--- src/rtl/ttt_pkg.sv ---
// Shared definitions for the tic-tac-toe board scanner: cell encoding,
// board geometry, line-to-cell table and the scan controller state type.
package ttt_pkg;

   localparam logic [1:0] CELL_EMPTY = 2'd0;
   localparam logic [1:0] CELL_X     = 2'd1;
   localparam logic [1:0] CELL_O     = 2'd2;

   localparam int N_CELLS = 9;
   localparam int N_LINES = 8;

   // Rows, then columns, then the two diagonals; a lower index wins ties.
   localparam logic [3:0] LINE_TBL [N_LINES][3] = '{
      '{4'd0, 4'd1, 4'd2},
      '{4'd3, 4'd4, 4'd5},
      '{4'd6, 4'd7, 4'd8},
      '{4'd0, 4'd3, 4'd6},
      '{4'd1, 4'd4, 4'd7},
      '{4'd2, 4'd5, 4'd8},
      '{4'd0, 4'd4, 4'd8},
      '{4'd2, 4'd4, 4'd6}
   };

   typedef enum logic [1:0] {
      IDLE = 2'd0,
      SCAN = 2'd1,
      EVAL = 2'd2,
      DONE = 2'd3
   } state_t;

endpackage

--- src/rtl/ttt_line_check.sv ---
// Combinational check of one three-cell line: hit when all three cells
// hold the same mark (X or O); owner is that mark, otherwise EMPTY.
module ttt_line_check import ttt_pkg::*; #(
   parameter int CELL_W = 8
) (
   input  logic [CELL_W-1:0] a,
   input  logic [CELL_W-1:0] b,
   input  logic [CELL_W-1:0] c,
   output logic              hit,
   output logic [1:0]        owner
);

   logic mark_s;

   // Line match and owner decode.
   always_comb begin
      mark_s = (a == CELL_W'(CELL_X)) || (a == CELL_W'(CELL_O));
      hit    = mark_s && (a == b) && (a == c);
      owner  = hit ? a[1:0] : CELL_EMPTY;
   end

endmodule

--- src/rtl/board_scan_ctrl.sv ---
// Walks the 9:1 board mux, snapshots every cell and reports winner/draw/invalid.
// Optional BOARD_SCAN_LINE_REPORT_EN adds win_line_o, the winning line index.
module board_scan_ctrl #(
   parameter int CELL_W  = 8,
   parameter int N_CELLS = 9
) (
   input  logic              clk,
   input  logic              rst_n,
   input  logic              start_i,
   input  logic [CELL_W-1:0] mux_data_i,
`ifdef BOARD_SCAN_LINE_REPORT_EN
   output logic [2:0]        win_line_o,
`endif
   output logic [3:0]        sel_o,
   output logic              busy_o,
   output logic              done_o,
   output logic [1:0]        winner_o,
   output logic              draw_o,
   output logic              invalid_o
);
   import ttt_pkg::*;

   state_t            state_r;
   logic [CELL_W-1:0] cell_r [N_CELLS];

   logic [N_LINES-1:0] hit_s;
   logic [1:0]         owner_s [N_LINES];
   logic [1:0]         win_s;
   logic               full_s;
   logic               draw_s;
   logic               invalid_s;

   for (genvar g = 0; g < N_LINES; g++) begin : g_line
      ttt_line_check #(.CELL_W(CELL_W)) u_chk (
         .a     (cell_r[LINE_TBL[g][0]]),
         .b     (cell_r[LINE_TBL[g][1]]),
         .c     (cell_r[LINE_TBL[g][2]]),
         .hit   (hit_s[g]),
         .owner (owner_s[g])
      );
   end

   // Board evaluation over the snapshot; the descending loop lets the lowest winning line prevail.
   always_comb begin
      win_s     = 2'd0;
      full_s    = 1'b1;
      invalid_s = 1'b0;
      for (int l = N_LINES - 1; l >= 0; l--) begin
         win_s = hit_s[l] ? owner_s[l] : win_s;
      end
      for (int c = 0; c < N_CELLS; c++) begin
         full_s    = full_s & ((cell_r[c] == CELL_W'(CELL_X)) || (cell_r[c] == CELL_W'(CELL_O)));
         invalid_s = invalid_s | (cell_r[c] > CELL_W'(CELL_O));
      end
      draw_s = full_s && (win_s == 2'd0);
   end

`ifdef BOARD_SCAN_LINE_REPORT_EN
   logic [2:0] line_s;

   // Index of the lowest winning line, zero when nobody wins.
   always_comb begin
      line_s = 3'd0;
      for (int l = N_LINES - 1; l >= 0; l--) begin
         line_s = hit_s[l] ? 3'(l) : line_s;
      end
   end
`endif

   // Scan sequencer: select stepping, snapshot capture and result registers.
   always_ff @(posedge clk or negedge rst_n) begin
      if (!rst_n) begin
         state_r   <= IDLE;
         sel_o     <= 4'd0;
         busy_o    <= 1'b0;
         done_o    <= 1'b0;
         winner_o  <= 2'd0;
         draw_o    <= 1'b0;
         invalid_o <= 1'b0;
`ifdef BOARD_SCAN_LINE_REPORT_EN
         win_line_o <= 3'd0;
`endif
         for (int i = 0; i < N_CELLS; i++) begin
            cell_r[i] <= '0;
         end
      end else begin
         case (state_r)
            IDLE: begin
               sel_o  <= 4'd0;
               done_o <= 1'b0;
               if (start_i) begin
                  state_r   <= SCAN;
                  busy_o    <= 1'b1;
                  winner_o  <= 2'd0;
                  draw_o    <= 1'b0;
                  invalid_o <= 1'b0;
`ifdef BOARD_SCAN_LINE_REPORT_EN
                  win_line_o <= 3'd0;
`endif
               end
            end
            SCAN: begin
               for (int i = 0; i < N_CELLS; i++) begin
                  if (sel_o == 4'(i)) begin
                     cell_r[i] <= mux_data_i;
                  end
               end
               if (sel_o == 4'(N_CELLS - 1)) begin
                  state_r <= EVAL;
                  sel_o   <= 4'd0;
               end else begin
                  sel_o <= sel_o + 4'd1;
               end
            end
            EVAL: begin
               state_r   <= DONE;
               busy_o    <= 1'b0;
               done_o    <= 1'b1;
               winner_o  <= win_s;
               draw_o    <= draw_s;
               invalid_o <= invalid_s;
`ifdef BOARD_SCAN_LINE_REPORT_EN
               win_line_o <= line_s;
`endif
            end
            DONE: begin
               state_r <= IDLE;
               done_o  <= 1'b0;
            end
            default: begin
               state_r <= IDLE;
               sel_o   <= 4'd0;
               busy_o  <= 1'b0;
               done_o  <= 1'b0;
            end
         endcase
      end
   end

endmodule

--- config.mk ---
export PLATFORM = sky130hd
export DESIGN_NAME = board_scan_ctrl
export DESIGN_NICKNAME = d
export VERILOG_FILES = /design/src/rtl/ttt_pkg.sv /design/src/rtl/ttt_line_check.sv /design/src/rtl/board_scan_ctrl.sv
export SDC_FILE = /design/constraint.sdc
export NUM_CORES = 1
export LEC_CHECK = 0
export CAP_MARGIN = 20
export CORE_AREA = 3 3 116 118
export CTS_CLUSTER_DIAMETER = 200
export DETAILED_ROUTE_END_ITERATION = 12
export DIE_AREA = 0 0 119 121
export PLACE_DENSITY_LB_ADDON = 0.12
export SLEW_MARGIN = 20
export SYNTH_ARGS = -nofsm -noshare
export SYNTH_HDL_FRONTEND = slang
export SYNTH_SLANG_ARGS = --single-unit
--- constraint.sdc ---
create_clock -name clk -period 5.65 [get_ports clk]
set_clock_uncertainty 0.2 [all_clocks]
set_input_delay 1.13 -clock clk [delete_from_list [all_inputs] [get_ports clk]]
set_output_delay 1.13 -clock clk [all_outputs]
set_load 0.005 [all_outputs]
# Word-level counts from Yosys, hierarchy flattened
# Cells that the tools add are included.
[classes] add_sub_neg=1 magnitude_cmp=9 n_eq_ne=47 n_mux=21 n_bitwise=16 reduce_logical=44
[op_table] operator="equality test 8 bit" count=16
[op_table] operator="equality test 8 x 1 -> 1 bit, second input constant" count=9
[op_table] operator="equality test 8 x 2 -> 1 bit, second input constant" count=9
[op_table] operator="> comparator 8 x 2 -> 1 bit, second input constant" count=9
[op_table] operator="two-way mux 2 bit" count=11
[op_table] operator="AND reduction 2 bit" count=11
[op_table] operator="logical AND 1 bit" count=17
[op_table] operator="equality test 4 x 3 -> 1 bit, second input constant" count=4
[op_table] operator="logical OR 1 bit" count=9
[op_table] operator="AND 1 bit" count=8
[op_table] operator="equality test 4 x 2 -> 1 bit, second input constant" count=2
[op_table] operator="OR 1 bit" count=8
[op_table] operator="one-hot mux 1 bit (2 select lines)" count=4
[op_table] operator="one-hot mux 2 bit (4 select lines)" count=1
[op_table] operator="one-hot mux 4 bit (2 select lines)" count=1
[op_table] operator="nonzero test 2 bit" count=3
[op_table] operator="adder 4 x 1 -> 4 bit, second input constant" count=1
[op_table] operator="equality test 2 bit, second input constant" count=2
[op_table] operator="equality test 4 x 1 -> 1 bit, second input constant" count=1
[op_table] operator="equality test 4 bit, second input constant" count=1
[op_table] operator="logical NOT 2 bit" count=2
[op_table] operator="logical NOT 4 bit" count=1
[op_table] operator="two-way mux 4 bit" count=1
[op_table] operator="!= test 2 bit, second input constant" count=2
[op_table] operator="other kinds (4)" count=5
[totals] register_bits=84 inputBits=11 word_cells=154

# Depth between registers and ports, before layout
# Gate-level depths: netlist (run 1).
[logic_depth] depth_word=15 depth_mapped=10 mapped_depth_nobuf=9

# Modules after synthesis
# Synthesis (run 1) repeated with hierarchy kept, for this count alone.
[unflattened] cells_unflattened=463 area_unflattened_um2=5081.1
[by_module_without_submodules] module="board_scan_ctrl" instances=1 cells_per_inst=295 area_each_um2=3829.9 seq_area_each_um2=2102.0
[by_module_without_submodules] module="ttt_line_check" instances=8 cells_per_inst=21 area_each_um2=156.4 seq_area_each_um2=0.0

# Least setup slack after synthesis (run 1)
# OpenSTA, ideal clock, no wires.
[synth_timing] kind="flip-flop to flip-flop" startpoint="reg cell_r[53] (netlist name)" endpoint="reg winner_o[0]" arrival_time_ns=2.634 required_time_ns=5.363 slack_ns=2.729 stages_incl_launch_ff=10 n_path_buf=0 path_cell_list="dfrtp_1 -> or4_4 -> nor4_4 -> nor4b_4 -> and2_1 -> o21ai_1 -> a311o_1 -> a31o_1 -> a211o_1 -> o211ai_1"
[synth_via] elab_chain_len=13 elab_cells_between_ends=22 cone_classes="eq/ne (7); mux (9); reduce/logical (6)"
[synth_rtl] item="start, declared" line="board_scan_ctrl.sv:24" text="logic [CELL_W-1:0] cell_r [N_CELLS];"
[synth_rtl] item="start signal, assigned by index" line="board_scan_ctrl.sv:105" text="cell_r[i] <= mux_data_i;"
[synth_rtl] item="equality test 8 x 1 -> 1 bit / equality test 8 x 2 -> 1 bit (equally long branches)" line="ttt_line_check.sv:17" text="mark_s = (a == CELL_W'(CELL_X)) || (a == CELL_W'(CELL_O));"
[synth_rtl] item="logical OR 1 bit" line="ttt_line_check.sv:17"
[synth_rtl] item="logical AND 1 bit (2 in a row)" line="ttt_line_check.sv:18" text="hit = mark_s && (a == b) && (a == c);"
[synth_rtl] item="two-way mux 2 bit (7 in a row)" line="board_scan_ctrl.sv:49" text="win_s = hit_s[l] ? owner_s[l] : win_s;"
[synth_rtl] item="two-way mux 2 bit (*)" line="board_scan_ctrl.sv:49"
[synth_rtl] item="one-hot mux 2 bit (2 select lines) (*)" line="board_scan_ctrl.sv:87" text="case (state_r)"
[synth_rtl] item="end signal, assigned" line="board_scan_ctrl.sv:119" text="winner_o <= win_s;"
[synth_rtl] item="end, declared" line="board_scan_ctrl.sv:17" text="output logic [1:0] winner_o,"
# Every way passes the cells marked *; elsewhere a longest branch is shown, timed or not.
# A chain may end at the register's enable or synchronous reset.

# Worst setup path after layout (run 1)
[layout_timing] startpoint="reg cell_r[5] (netlist name)" endpoint="reg winner_o[1]"
[layout_via] elab_chain_len=10 elab_cells_between_ends=14 cone_classes="eq/ne (3); mux (8); reduce/logical (3)"
[layout_rtl] item="equality test 8 bit" line="ttt_line_check.sv:18"
[layout_rtl] item="logical AND 1 bit" line="ttt_line_check.sv:18"
[layout_rtl] item="two-way mux 2 bit (4 in a row)" line="board_scan_ctrl.sv:49"
[layout_rtl] item="two-way mux 2 bit (*) (3 in a row)" line="board_scan_ctrl.sv:49"
[layout_rtl] item="one-hot mux 2 bit (2 select lines) (*)" line="board_scan_ctrl.sv:87"
# Marked as above.

==> impl_metrics.json, run 1 <==
{
  "nNetsFinal": 531,
  "startpoint_type": "flop",
  "avgSynthCellArea_um2": 10.03,
  "fmax_ghz": 0.2932,
  "slew_violations": 0,
  "cp.arrival_ns": 3.49,
  "clk_latency_ns": 0.35,
  "cts_tree": "built",
  "dieArea_um2": 14400,
  "ys_types": 58,
  "hold_slack_ns": 0.3119,
  "core_area_um2": 12570,
  "ys_ff_latch": 84,
  "dp.final_hpwl_mm": 11.83,
  "post-place-ws_ns": 2.292,
  "endpoint_kind": "flop",
  "drive_above_1_share": 0.1625,
  "wl_per_cell_um": 23.35,
  "maxCapViolCount": 0,
  "cts_hold_buf": 0,
  "ys.flop_type": "dfrtp_1",
  "cts_buffer_depth": 2,
  "yosysTopAreaCell": "dfrtp_1",
  "fin_area_um2": 5667,
  "netlist_area_um2": 5015,
  "portBuffers": 20,
  "track_usage": 0.2294,
  "dpl.cell_count": 673,
  "diodes": 0,
  "drt_iter0_markers": 434,
  "hold_class": "flop to flop",
  "grt_pass1_vias": 3980,
  "routabilityCongestion": 0.9512,
  "cts.sinks": 84,
  "cts_resized": 0,
  "synthCells": 500,
  "drc": 0,
  "overflow": 0,
  "cts_max_level": 3,
  "cts-root-buf": "clkbuf_16",
  "synth_top_area_frac": 0.4192,
  "synth_edf_count": 0,
  "num_rows": 41,
  "critPathMaxFanout": 8,
  "synth-async-reset-ratio": 1.000,
  "fin_cells": 689,
  "status": "completed",
  "route.vias.total": 4210,
  "final_common_cell": "dfrtp_1",
  "crit_type": "flop to flop",
  "synth.yosys.warnings": 0,
  "setup_viol": 0,
  "layout_setup_ws_ns": 2.240,
  "drt_pass1_iterations": 5,
  "cts.clk_slew.worst_paths_ns": 0.06,
  "syn_to_final_growth_pct": 13.00,
  "die_h_um": 121,
  "drt_wl_total_mm": 16.09,
  "powerDensity_nw_per_um2": 509.1,
  "grt_pass1_wl_mm": 24.50,
  "finalHoldViolations": 0,
  "tightestPinTransition_ns": 1.032,
  "ant_nets": 0,
  "slew_headroom": 0.3025,
  "rsz0062_at_grt": "false",
  "setup_tns_ns": 0,
  "postCtsSetupBuffers": 0,
  "leakage_nw": 2.274,
  "mappedNetlistNets": 519,
  "place_area_um2": 5363,
  "fin_crit_sh": 0.6036,
  "r2r_slack_ns": 2.24,
  "yosys-top-cells-area": "dfrtp_1 (42%), mux2_2 (12%), nor3_1 (5.1%)",
  "start_util": 0.3990,
  "synth-seq-area-share": 0.4192,
  "dieWidth_um": 119,
  "numCtsBuffers": 9,
  "fin_crit_ns": 3.410,
  "antenna_found_initial": 0,
  "io_pins": 21,
  "peakVddDrop_mv": 0.2270,
  "grt_max_degree": 85,
  "viasPerCell": 6.110,
  "layout_common_cells": "dfrtp_1 (84), mux2_2 (53), nor3_1 (51)",
  "critPathRequiredTime_ns": 5.73
}
## cell usage after synthesis (6+ instances only)
master / count
a22oi_1: 6
or3_1: 16
mux2_2: 53
nor2_1: 28
o21ai_0: 7
nor3_1: 51
nand3_1: 23
nand4_1: 8
dfrtp_1: 84
o21ai_1: 8
mux2_1: 21
o22ai_1: 16
ha_1: 8
nand2_1: 25
nor4_1: 12
clkbuf_1: 17
and3_1: 40
inv_1: 8
## layer usage
layer | global-route usage | wire (um) | vias to the layer above
met5 | 0 | 0 | -
met4 | 0.05503 | 246 | 0
met3 | 0.04942 | 1014 | 16
met2 | 0.3440 | 7250 | 140
met1 | 0.3376 | 7578 | 2107
li1 | - | - | 1947
## state kept, by name (all words and copies together) (netlist names)
| signal | cells |
|---|---|
| draw_o | 1 |
| invalid_o | 1 |
| sel_o | 4 |
| done_o | 1 |
| winner_o | 2 |
| state_r | 2 |
| busy_o | 1 |
| cell_r | 72 |
## stage by stage
step	util	power (mW)
floorplan	-	1.854
global placement	0.4265	2.269
detailed placement	0.4267	2.289
CTS	0.4506	2.895
global route	0.4509	3.071
finish	0.4509	2.885
## power breakdown
part | internal [mW] | switching [mW] | total [mW]
registers | 0.840 | 0.525 | 1.37
logic | 0.477 | 0.448 | 0.926
clock network | 0.345 | 0.249 | 0.594
total | 1.66 | 1.22 | 2.88
## kinds of logic after synthesis
family | Yosys count | share of synthesized area
AOI/OAI and AO/OA | 66 | 0.09881
xor gates and xnor gates | 5 | 0.008732
DFF | 84 | 0.4192
adders and majority gates | 8 | 0.01996
muxes | 77 | 0.1722
buffers and inverters | 29 | 0.02245
and+or+nand+nor | 231 | 0.2587
## path summary, 6_finish.rpt
kind / from / endpoint / depth (start not counted)
worst max-delay path: cell_r[5]$_DFFE_PN0P_ / winner_o[1]$_DFFE_PN0P_ / 9
min in group asynchronous: rst_n / cell_r[51]$_DFFE_PN0P_ / 1
worst min register to register: done_o$_DFFE_PN0P_ / done_o$_DFFE_PN0P_ / 1
worst max register to register: cell_r[5]$_DFFE_PN0P_ / winner_o[1]$_DFFE_PN0P_ / 9
worst min-delay path: done_o$_DFFE_PN0P_ / done_o$_DFFE_PN0P_ / 1
max in group asynchronous: rst_n / cell_r[57]$_DFFE_PN0P_ / 1
## worst max-delay path, cell delays in order, from the launching register on
cell and delay [ns]:
dfrtp_1 0.45, or3_1 0.37, a222oi_1 0.48, nor4b_1 0.89, nand2_1 0.13, mux2i_1 0.18, mux2i_1 0.10, o41a_1 0.17
a211oi_1 0.25, a211o_1 0.12
## final cells by class
type	count	area (um2)
Tap cell	172	215.2
Inverter	8	30.03
Timing Repair Buffer	22	216.5
Clock inverter	7	75.07
Sequential cell	84	2102
Fill cell	1204	6902
Clock buffer	9	225.2
Multi-Input combinational cell	387	2803
Power figures use the tool's default switching activity.
==> run 2, diff against run 1 <==
==> constraint.sdc (replaced) <==
create_clock -name clk -period 2.8 [get_ports clk]
set_clock_uncertainty 0.2 [all_clocks]
set_input_delay 0.56 -clock clk [delete_from_list [all_inputs] [get_ports clk]]
set_output_delay 0.56 -clock clk [all_outputs]
set_load 0.005 [all_outputs]
==> run 2 against run 1 <==
  * The flow now finishes with violations (setup timing)
  * Global-route usage grew 2.1 points
  * Via count up 11%
  * Wire length rose by 8.8%
  * Register-to-register slack lost 2.3 ns
  * Critical endpoint is now winner_o[0]$_DFFE_PN0P_
  * Largest power group is now combinational logic
==> impl_metrics.json, run 2 (synthesis results as in run 1) <==
{
  "status": "finished with violations",
  "violations": "setup timing",
  "dieWidth_um": 119,
  "crit_type": "flop to flop",
  "overflow": 0,
  "io_pins": 21,
  "p_int_mw": 3.867,
  "num_rows": 41,
  "max_flop_register": "cell_r",
  "startpoint_type": "flop",
  "r2r_end": "winner_o[0]$_DFFE_PN0P_",
  "wl_per_cell_um": 22.08,
  "diodes": 0,
  "drt_iter0_markers": 362,
  "hold_slack_ns": 0.3161,
  "switching_share": 0.4115,
  "ant_nets": 0,
  "numCtsBuffers": 9,
  "drt_wl_total_mm": 17.51,
  "drive_above_1_share": 0.3333,
  "reg2reg_depth": 9,
  "hold_end": "done_o$_DFFE_PN0P_",
  "tightestPinTransition_ns": 0.6711,
  "dp.final_hpwl_mm": 13.46,
  "grt_max_degree": 33,
  "track_usage": 0.2500,
  "portBuffers": 20,
  "cp.arrival_ns": 2.92,
  "viasPerCell": 5.873,
  "nNetsFinal": 636,
  "critPathMaxFanout": 5,
  "cts.sinks": 84,
  "route.vias.total": 4657,
  "top_regs": "cell_r x72, sel_o x4",
  "leakage_nw": 2.790,
  "fill_cells": 1175,
  "fin_crit_sh": 1.018,
  "drt_pass1_iterations": 5,
  "whs_path_depth": 1,
  "final_common_cell": "buf_4",
  "cts_max_level": 3,
  "layout_common_cells": "buf_4 (105), dfrtp_1 (80), mux2_2 (53)",
  "fin_crit_ns": 2.849,
  "start_util": 0.3990,
  "critPathRequiredTime_ns": 2.87,
  "cts_tree": "built",
  "layout_setup_ws_ns": -0.04915,
  "cts_buffer_depth": 2,
  "r2r_slack_ns": -0.05,
  "comb_power_share": 0.466,
  "setup_viol": 3,
  "slew_headroom": 0.5513,
  "finalHoldViolations": 0,
  "clk_latency_ns": 0.36,
  "slew_violations": 0,
  "cts-root-buf": "clkbuf_16",
  "rsz0062_at_grt": "true",
  "grt_pass1_vias": 4550,
  "syn_to_final_growth_pct": 30.66,
  "p_sw_mw": 2.704,
  "grt_pass1_wl_mm": 26.89,
  "r2r_start": "cell_r[54]$_DFFE_PN0P_",
  "largest_reg_flops": 72,
  "p_seq_frac": 0.362,
  "antenna_found_initial": 0,
  "maxCapViolCount": 0,
  "die_h_um": 121,
  "dieArea_um2": 14400,
  "peakVddDrop_mv": 0.4840,
  "setup_tns_ns": -0.1065,
  "cts.clk_slew.worst_paths_ns": 0.06,
  "min_from": "done_o$_DFFE_PN0P_",
  "hold_class": "flop to flop",
  "drc": 0,
  "pwr-share-clk": 0.172,
  "fmax_ghz": 0.3510,
  "powerDensity_nw_per_um2": 1003,
  "routabilityCongestion": 0.9649,
  "core_area_um2": 12570,
  "endpoint_kind": "flop"
}
-- run 2: critical path, stage by stage, from the launching register on --
cell      delay [ns]
dfrtp_1         0.41
or4_4           0.55
nor4_4          0.26
nor4b_4         0.29
and2_1          0.17
o21ai_1         0.07
a311o_1         0.26
a31o_1          0.19
a211o_1         0.29
o211ai_1        0.08
-- run 2: layer usage --
| layer | routed length (um) | GRT usage |
|---|---|---|
| met5 | 0 | 0 |
| met4 | 623 | 0.1014 |
| met3 | 819 | 0.04522 |
| met2 | 7783 | 0.3737 |
| met1 | 8279 | 0.3580 |
-- run 2: how the worst max path moves through the flow --
stage | from | end | slack [ns] | depth (start not counted)
finish | cell_r[54]$_DFFE_PN0P_ | winner_o[0]$_DFFE_PN0P_ | -0.05 | 9
global route | cell_r[54]$_DFFE_PN0P_ | draw_o$_DFFE_PN0P_ | -0.22 | 10
detailed placement | cell_r[6]$_DFFE_PN0P_ | winner_o[1]$_DFFE_PN0P_ | -0.45 | 11
floorplan | cell_r[65]$_DFFE_PN0P_ | winner_o[0]$_DFFE_PN0P_ | 0.06 | 10
global placement | cell_r[6]$_DFFE_PN0P_ | winner_o[1]$_DFFE_PN0P_ | -0.38 | 11
CTS | cell_r[54]$_DFFE_PN0P_ | winner_o[0]$_DFFE_PN0P_ | -0.04 | 9
-- run 2: power by group through the flow --
stage | logic [mW] | registers, mW | clock network, mW
2_1_floorplan | 1.57 | 2.17 | 0
3_3_place_gp | 2.88 | 2.34 | 0
3_5_place_dp | 2.93 | 2.36 | 0
4_1_cts | 3.03 | 2.36 | 1.15
5_1_grt | 3.29 | 2.46 | 1.21
6_report | 3.06 | 2.38 | 1.13
-- run 2: repair_timing --
action / CTS / global route
setup endpoints to repair: 3 / 3
buffers inserted: 9 / 0
resized for setup: 23 / 0
hold endpoints to repair: 29 / 0
pin swaps: 10 / 1
hold buffers: 1 / 0
-- run 2: layout make-up --
class                           instances  area (um2)  share of cell area
Clock buffer                            9       225.2             0.03437
Clock inverter                          6       50.05            0.007638
Inverter                                8       30.03            0.004583
Multi-Input combinational cell        387        2897              0.4420
Sequential cell                        84        2107              0.3216
Tap cell                              172       215.2             0.03284
Timing Repair Buffer                  127        1028              0.1570
-- run 2: metrics by stage --
stage | total power [mW] | cells | setup WS (ns) | area, um2 | util
2_1_floorplan | 3.741 | 500 | 0.05886 | 5015 | -
3_3_place_gp | 5.225 | 768 | -0.3819 | 6098 | 0.4852
3_5_place_dp | 5.291 | 768 | -0.4458 | 6098 | 0.4852
4_1_cts | 6.547 | 793 | -0.03560 | 6553 | 0.5214
5_1_grt | 6.952 | 793 | -0.2209 | 6553 | 0.5214
6_report | 6.572 | 793 | -0.04915 | 6553 | 0.5214
